[config.mk]
export PLATFORM = sky130hd
export DESIGN_NAME = plot_stream_fb_writer
export DESIGN_NICKNAME = d
export VERILOG_FILES = /design/src/rtl/plot_stream_fb_writer.sv
export SDC_FILE = /design/constraint.sdc
export NUM_CORES = 1
export LEC_CHECK = 0
export BUFFER_PORTS_ARGS = -buffer_cell sky130_fd_sc_hd__buf_2
export CELL_PAD_IN_SITES_DETAIL_PLACEMENT = 1
export CELL_PAD_IN_SITES_GLOBAL_PLACEMENT = 2
export CORE_MARGIN = 8
export CORE_UTILIZATION = 40
export CTS_CLUSTER_SIZE = 24
export DETAILED_ROUTE_END_ITERATION = 12
export MAX_ROUTING_LAYER = met4
export PLACE_DENSITY = 0.85
export SYNTH_ARGS = -nofsm -noshare
export SYNTH_HDL_FRONTEND = slang
export SYNTH_SLANG_ARGS = --single-unit
[constraint.sdc]
create_clock -name iClock -period 3.79 [get_ports iClock]
set_input_delay 0.5685 -clock iClock [delete_from_list [all_inputs] [get_ports iClock]]
set_output_delay 0.5685 -clock iClock [all_outputs]
set_load 0.03 [all_outputs]
[src/rtl/plot_stream_fb_writer.sv]
// Pixel plot stream to framebuffer write port: range check, registered address
// computation, small FIFO to ride out RAM stalls, and frame drain signalling.
module plot_stream_fb_writer #(
  parameter int X_SCREEN_PIXELS = 160,
  parameter int Y_SCREEN_PIXELS = 120,
  parameter int DEPTH           = 4
) (
  input  logic        iClock,
  input  logic        iResetn,
  input  logic [7:0]  iX,
  input  logic [6:0]  iY,
  input  logic [8:0]  iColour,
  input  logic        iPlot,
  input  logic        iFrameDone,
  input  logic        iRamBusy,
  output logic        oReady,
  output logic [14:0] oWrAddress,
  output logic [8:0]  oWrData,
  output logic        oWrEn,
  output logic        oDrained,
  output logic        oOverflow,
  output logic [7:0]  oDropCount
);

  localparam int          AW       = $clog2(DEPTH);
  localparam logic [8:0]  X_LIM    = 9'(X_SCREEN_PIXELS);
  localparam logic [7:0]  Y_LIM    = 8'(Y_SCREEN_PIXELS);
  localparam logic [14:0] X_STRIDE = 15'(X_SCREEN_PIXELS);
  localparam logic [AW:0] FULL     = (AW+1)'(DEPTH);

  typedef enum logic [1:0] {IDLE, STREAM, DRAIN} state_t;

  function automatic logic [14:0] fb_addr(input logic [7:0] x, input logic [6:0] y);
    return 15'(x) + 15'(y) * X_STRIDE;
  endfunction

  function automatic logic [7:0] sat_inc8(input logic [7:0] v);
    return (v == 8'hFF) ? v : v + 8'd1;
  endfunction

  state_t        state;
  logic          in_range;
  logic          plot_ok;
  logic          vld_p0;
  logic [23:0]   ent_p0;
  logic [23:0]   mem [DEPTH];
  logic [AW-1:0] wr_ptr;
  logic [AW-1:0] rd_ptr;
  logic [AW:0]   count;
  logic          pop;
  logic          push;

  assign in_range = ({1'b0, iX} < X_LIM) && ({1'b0, iY} < Y_LIM);
  assign plot_ok  = iPlot && in_range;
  assign pop      = (count != '0) && !iRamBusy;
  // A full FIFO can still take the entry when the head leaves in the same cycle.
  assign push     = vld_p0 && ((count != FULL) || pop);
  assign oReady   = (count != FULL);

  // Stage p0: address multiply-add registered ahead of the FIFO
  always_ff @(posedge iClock) begin
    if (!iResetn) begin
      vld_p0 <= 1'b0;
    end else begin
      vld_p0 <= plot_ok;
    end
  end

  always_ff @(posedge iClock) begin
    if (plot_ok) begin
      ent_p0 <= {fb_addr(iX, iY), iColour};
    end
  end

  // FIFO storage
  always_ff @(posedge iClock) begin
    if (push) begin
      mem[wr_ptr] <= ent_p0;
    end
  end

  // Stage p1: pop into the write port, occupancy, flags and frame FSM
  always_ff @(posedge iClock) begin
    if (!iResetn) begin
      wr_ptr     <= '0;
      rd_ptr     <= '0;
      count      <= '0;
      oWrEn      <= 1'b0;
      oWrAddress <= '0;
      oWrData    <= '0;
      oDrained   <= 1'b0;
      oOverflow  <= 1'b0;
      oDropCount <= '0;
      state      <= IDLE;
    end else begin
      if (push) wr_ptr <= wr_ptr + AW'(1);
      if (pop)  rd_ptr <= rd_ptr + AW'(1);

      if (push && !pop) begin
        count <= count + (AW+1)'(1);
      end else if (pop && !push) begin
        count <= count - (AW+1)'(1);
      end

      if (vld_p0 && !push) oOverflow <= 1'b1;
      if (iPlot && !in_range) oDropCount <= sat_inc8(oDropCount);

      oWrEn <= pop;
      if (pop) begin
        {oWrAddress, oWrData} <= mem[rd_ptr];
      end

      oDrained <= 1'b0;
      case (state)
        IDLE: begin
          if (iFrameDone) begin
            state <= DRAIN;
          end else if (plot_ok) begin
            state <= STREAM;
          end
        end
        STREAM: begin
          if (iFrameDone) state <= DRAIN;
        end
        DRAIN: begin
          // Empty FIFO and empty p0 means the last write already went out.
          if ((count == '0) && !vld_p0) begin
            state    <= IDLE;
            oDrained <= 1'b1;
          end
        end
        default: state <= IDLE;
      endcase
    end
  end

endmodule

---- Word level (Yosys, flattened, before mapping) ----
Memories as Yosys holds them, arrays and structs flattened. A register that Yosys moved wholly into a read port is not among the register bits.
Cells that the tools add are included.
cells by class
  add/sub/neg operators ................... 6
  eq/ne operators ......................... 7
  reductions and logical operators ........ 23
  bitwise gates (word level) .............. 1
  muxes and demuxes ....................... 10
  multipliers ............................. 1
  magnitude comparators ................... 2
operators by type and width
  kind                    count
  $add A8 B15 Y15         1
  $mul A7 B3 Y10 const B  1
  $logic_and A1 B1 Y1     9
  $add A8 B1 Y8 const B   1
  $eq A8 B8 Y1 const B    1
  $lt A8 B8 Y1 const B    1
  $mux W2                 4
  $lt A7 B7 Y1 const B    1
  $logic_not A1 Y1        6
  $mux W3                 2
  $ne A3 B3 Y1 const B    2
  $pmux W2 S3             1
  $add A2 B1 Y2 const B   2
  $ne A2 B2 Y1 const B    2
  $reduce_and A2 Y1       2
  $add A3 B1 Y3 const B   1
  $logic_not A3 Y1        1
  $mux W1                 3
  $reduce_and A3 Y1       1
  $reduce_bool A3 Y1      1
  $sub A3 B1 Y3 const B   1
  $eq A2 B1 Y1 const B    1
  $eq A2 B2 Y1 const B    1
  $logic_not A2 Y1        1
  3 further kinds         3
word-level totals
  output and inout port bits .............. 36
  word-level logic and storage cells ...... 61
  register bits ........................... 45
  memories kept ........................... 1
  bits in writable memories ............... 96
memories
  memory  words  width  read ports  clocked after Yosys merged registers in  wr ports  line  source
  mem     4      24     1           1                                        1         46    logic [23:0] mem [DEPTH];

---- Logic depth before layout (Yosys ltp) ----
  word-level depth ........................ 8
  depth in mapped cells ................... 10
  mapped depth without buffers ............ 9

---- Least setup slack after synthesis ----
OpenSTA, ideal clock, no wires.
  kind .................................... input to register
  start ................................... input iY[1]
  end ..................................... register ent_p0[23], data pin
  data required time ...................... 3610 ps
  setup time .............................. 180 ps
  path slack .............................. 1067 ps
  data arrival time ....................... 2543 ps
  stages on the path ...................... 7
  cells stage by stage .................... ha_1 -> ha_1 -> fa_1 -> xor2_1 -> o21ai_1 -> or4_4 -> o41ai_2
on the way
  longest elaborated chain between the ends .. 2
RTL lines
  what                  line  source
  start, declared       11    input logic [6:0] iY,
  $mul A7 B3 Y10        34    return 15'(x) + 15'(y) * X_STRIDE;
  $add A8 B15 Y15       34
  end signal, assigned  71    ent_p0 <= {fb_addr(iX, iY), iColour};
  end, declared         45    logic [23:0] ent_p0;
No other way between the ends.
A chain may end at the register's enable or synchronous reset.

---- Worst setup path after layout ----
  start ................................... input iY[1]
  end ..................................... register ent_p0[22], data pin
The elaborated chain is that of the path after synthesis.

==> flow_summary.json <==
{
  "top_layer": "met4",
  "synth_cell_types": 52,
  "worstPathMaxFanout": 3,
  "grt_pass1_wl_microns": 21600,
  "clk_pin_slew_ps": 60,
  "finalHoldViolations": 0,
  "grt_pass1_vias": 4097,
  "setup_viol_count_final": 0,
  "ys_seq_area_share_pct": 69.4,
  "drv_cap": 0,
  "ys.flop_type": "edfxtp_1",
  "synth-xor-area-share_pct": 1.96,
  "synth_mux_area_share_pct": 8.94,
  "cts_root_buf": "clkbuf_16",
  "ys_ff_latch": 165,
  "status": "finished clean",
  "critPathKind": "primary input to register",
  "required_ps": 3950,
  "powerDensity_mw_per_mm2": 628,
  "drt_iter0_markers": 182,
  "rows": 46,
  "numCtsBuffers": 17,
  "fin_crit_sh_pct": 69.1,
  "pin_count": 65,
  "die_h_microns": 143,
  "worst_ep_arrival_time_ps": 2780,
  "yosys-top-cells-area": "edfxtp_1 55%, dfxtp_1 14%, mux4_2 8.3%",
  "drv_slew": 0,
  "drc": 0,
  "wirelength_microns": 13700,
  "placeableCoreArea_sq_mm": 0.0159,
  "critPathTopFamily": "adder cells",
  "met1_length_microns": 5700,
  "cp-start-kind": "primary input",
  "critPathCaptureType": "register",
  "placed_cell_area_sq_mm": 0.00709,
  "final_nets": 551,
  "synthesis.nets": 474,
  "ys_warn_count": 0,
  "drive_gt1_share_pct": 26.3,
  "synth_compound_area_share_pct": 5.99,
  "drt-vias-per-instance": 5.07,
  "synthAdderAreaFrac_pct": 4.58,
  "postCtsSetupRepairBufs": 0,
  "syn_avg_cell_area_sq_um": 15.4,
  "syn_inst": 423,
  "timing.slew.headroom_pct": 32.3,
  "synth_area_sq_mm": 0.00649,
  "cts-hold-fix-buffers": 0,
  "fp.dieArea_sq_mm": 0.0206,
  "fillerInstances": 1610,
  "insertion_delay_ps": 430,
  "ys_async_sr_fraction_pct": 0,
  "clock_sinks": 165,
  "gr-usage-all-layers_pct": 14.5,
  "power_w": 0.00484,
  "diodes": 0,
  "fmax_mhz": 382,
  "final_area_sq_mm": 0.00771,
  "gr-total-overflow": 0,
  "whs_ps": 316,
  "gp_congestion": 0.766,
  "p_leak_nw": 2.76,
  "tritoncts": "built",
  "io_buffers": 64,
  "antenna_found_initial": 0,
  "cp_common_cell": "ha_1",
  "wl_per_cell_microns": 18.8,
  "skew_ps": 7.64,
  "tightest_slew_ps": 1000,
  "dp_hpwl_microns": 9200,
  "slowest_delay_ps": 420,
  "crit_buf_inv": 1,
  "die_w_microns": 143,
  "cts_resized": 0,
  "holdCritPathClass": "primary input to register",
  "rsz0062_at_grt": "false",
  "synth_enable_flop_cells": 120,
  "vias": 3699,
  "area_growth_syn_to_layout_pct": 18.7,
  "post-route-min-period_ps": 2620,
  "ant_nets": 0,
  "grt_max_degree": 37,
  "dr.pass1.iters": 4,
  "synth_top_area_share_pct": 55.5,
  "final_cell_mix": "120 x edfxtp_1, 64 x buf_2, 53 x nand2_1",
  "fin_tns_setup_ps": 0,
  "synth-simple-area-share_pct": 7.51,
  "ir_drop_uv": 369,
  "wl_met3_microns": 428,
  "mostFrequentLayoutCell": "edfxtp_1",
  "h-tree-depth": 4,
  "cts.path.max_buffers": 2,
  "synth_top_family_by_area": "multiplexers",
  "start_util_pct": 40.9,
  "cp_cell_sequence": "buf_2 -> ha_1 -> ha_1 -> fa_1 -> xor2_1 -> o2111ai_1 -> nor4_1 -> xnor3_1",
  "wl_met2_microns": 7320,
  "cp_slowest_cell": "fa_1",
  "synth_largest_area_cell": "edfxtp_1"
}
==> logic make-up after synthesis <==
logic type                 count (synthesis)
muxes                                     28
DFF                                      165
and+or+nand+nor                          105
buffers and inverters                     27
AOI/OAI and AO/OA                         63
xor gates and xnor gates                  13
adders and majority gates                 22
==> sequential cells by signal (all words and copies together) (netlist names), 3 cells and up <==
| register | flops |
|---|---|
| count | 3 |
| ent_p0 | 24 |
| mem | 96 |
| oDropCount | 8 |
| oWrAddress | 15 |
| oWrData | 9 |
==> synth_stat cells (2+ instances only) <==
cell	instances
edfxtp_1	120
mux4_2	24
and2_1	5
buf_2	5
nor2_1	21
dfxtp_1	45
xnor2_1	8
o41ai_1	3
or3_1	2
nor4_1	2
mux2i_1	4
nand3_1	4
xor2_1	4
o31ai_1	2
nand2_1	53
nand4_1	2
a21oi_1	35
inv_1	11
ha_1	19
o21ai_0	8
or4_1	4
clkbuf_1	10
fa_1	3
==> power by group <==
| group | total [W] | internal [W] | switching [W] |
|---|---|---|---|
| Combinational | 0.000815 | 0.000334 | 0.000481 |
| Clock | 0.00177 | 0.00109 | 0.000680 |
| Sequential | 0.00225 | 0.00210 | 0.000150 |
| Total | 0.00484 | 0.00353 | 0.00131 |
==> final timing paths <==
check                  start    endpoint  slack (ps)  cells past startpoint
setup / recovery       iY[1]  ent_p0[22]        1170                      8
hold / removal         iX[0]   ent_p0[9]         320                      1
setup reg to reg    count[2]    count[2]        1230                     10
hold reg to reg   oWrData[1]  oWrData[1]         450                      2
==> metrics by stage <==
stage / utilization, % / setup slack [ps] / std cells
floorplan: - / 1070 / 423
global placement: 44.6 / 841 / 697
detailed placement: 44.6 / 765 / 697
CTS: 48.5 / 1220 / 729
global route: 48.5 / 1040 / 729
finish: 48.5 / 1170 / 729
==> layer usage <==
metal  GRT usage [%]  up-vias
met5               -        -
met4            6.81        0
met3            3.25       24
met2            25.4       64
met1            15.2     1862
li1                -     1749
==> cell type report <==
type	instances	area, sq um	area share, %
clock buffer	22	474	6.15
clock inverter	10	144	1.87
inverter	12	45.0	0.584
multi-input combinational	231	1880	24.4
sequential	165	4510	58.4
tap	216	270	3.51
timing repair buffer	73	388	5.03
Power figures use the tool's default switching activity.
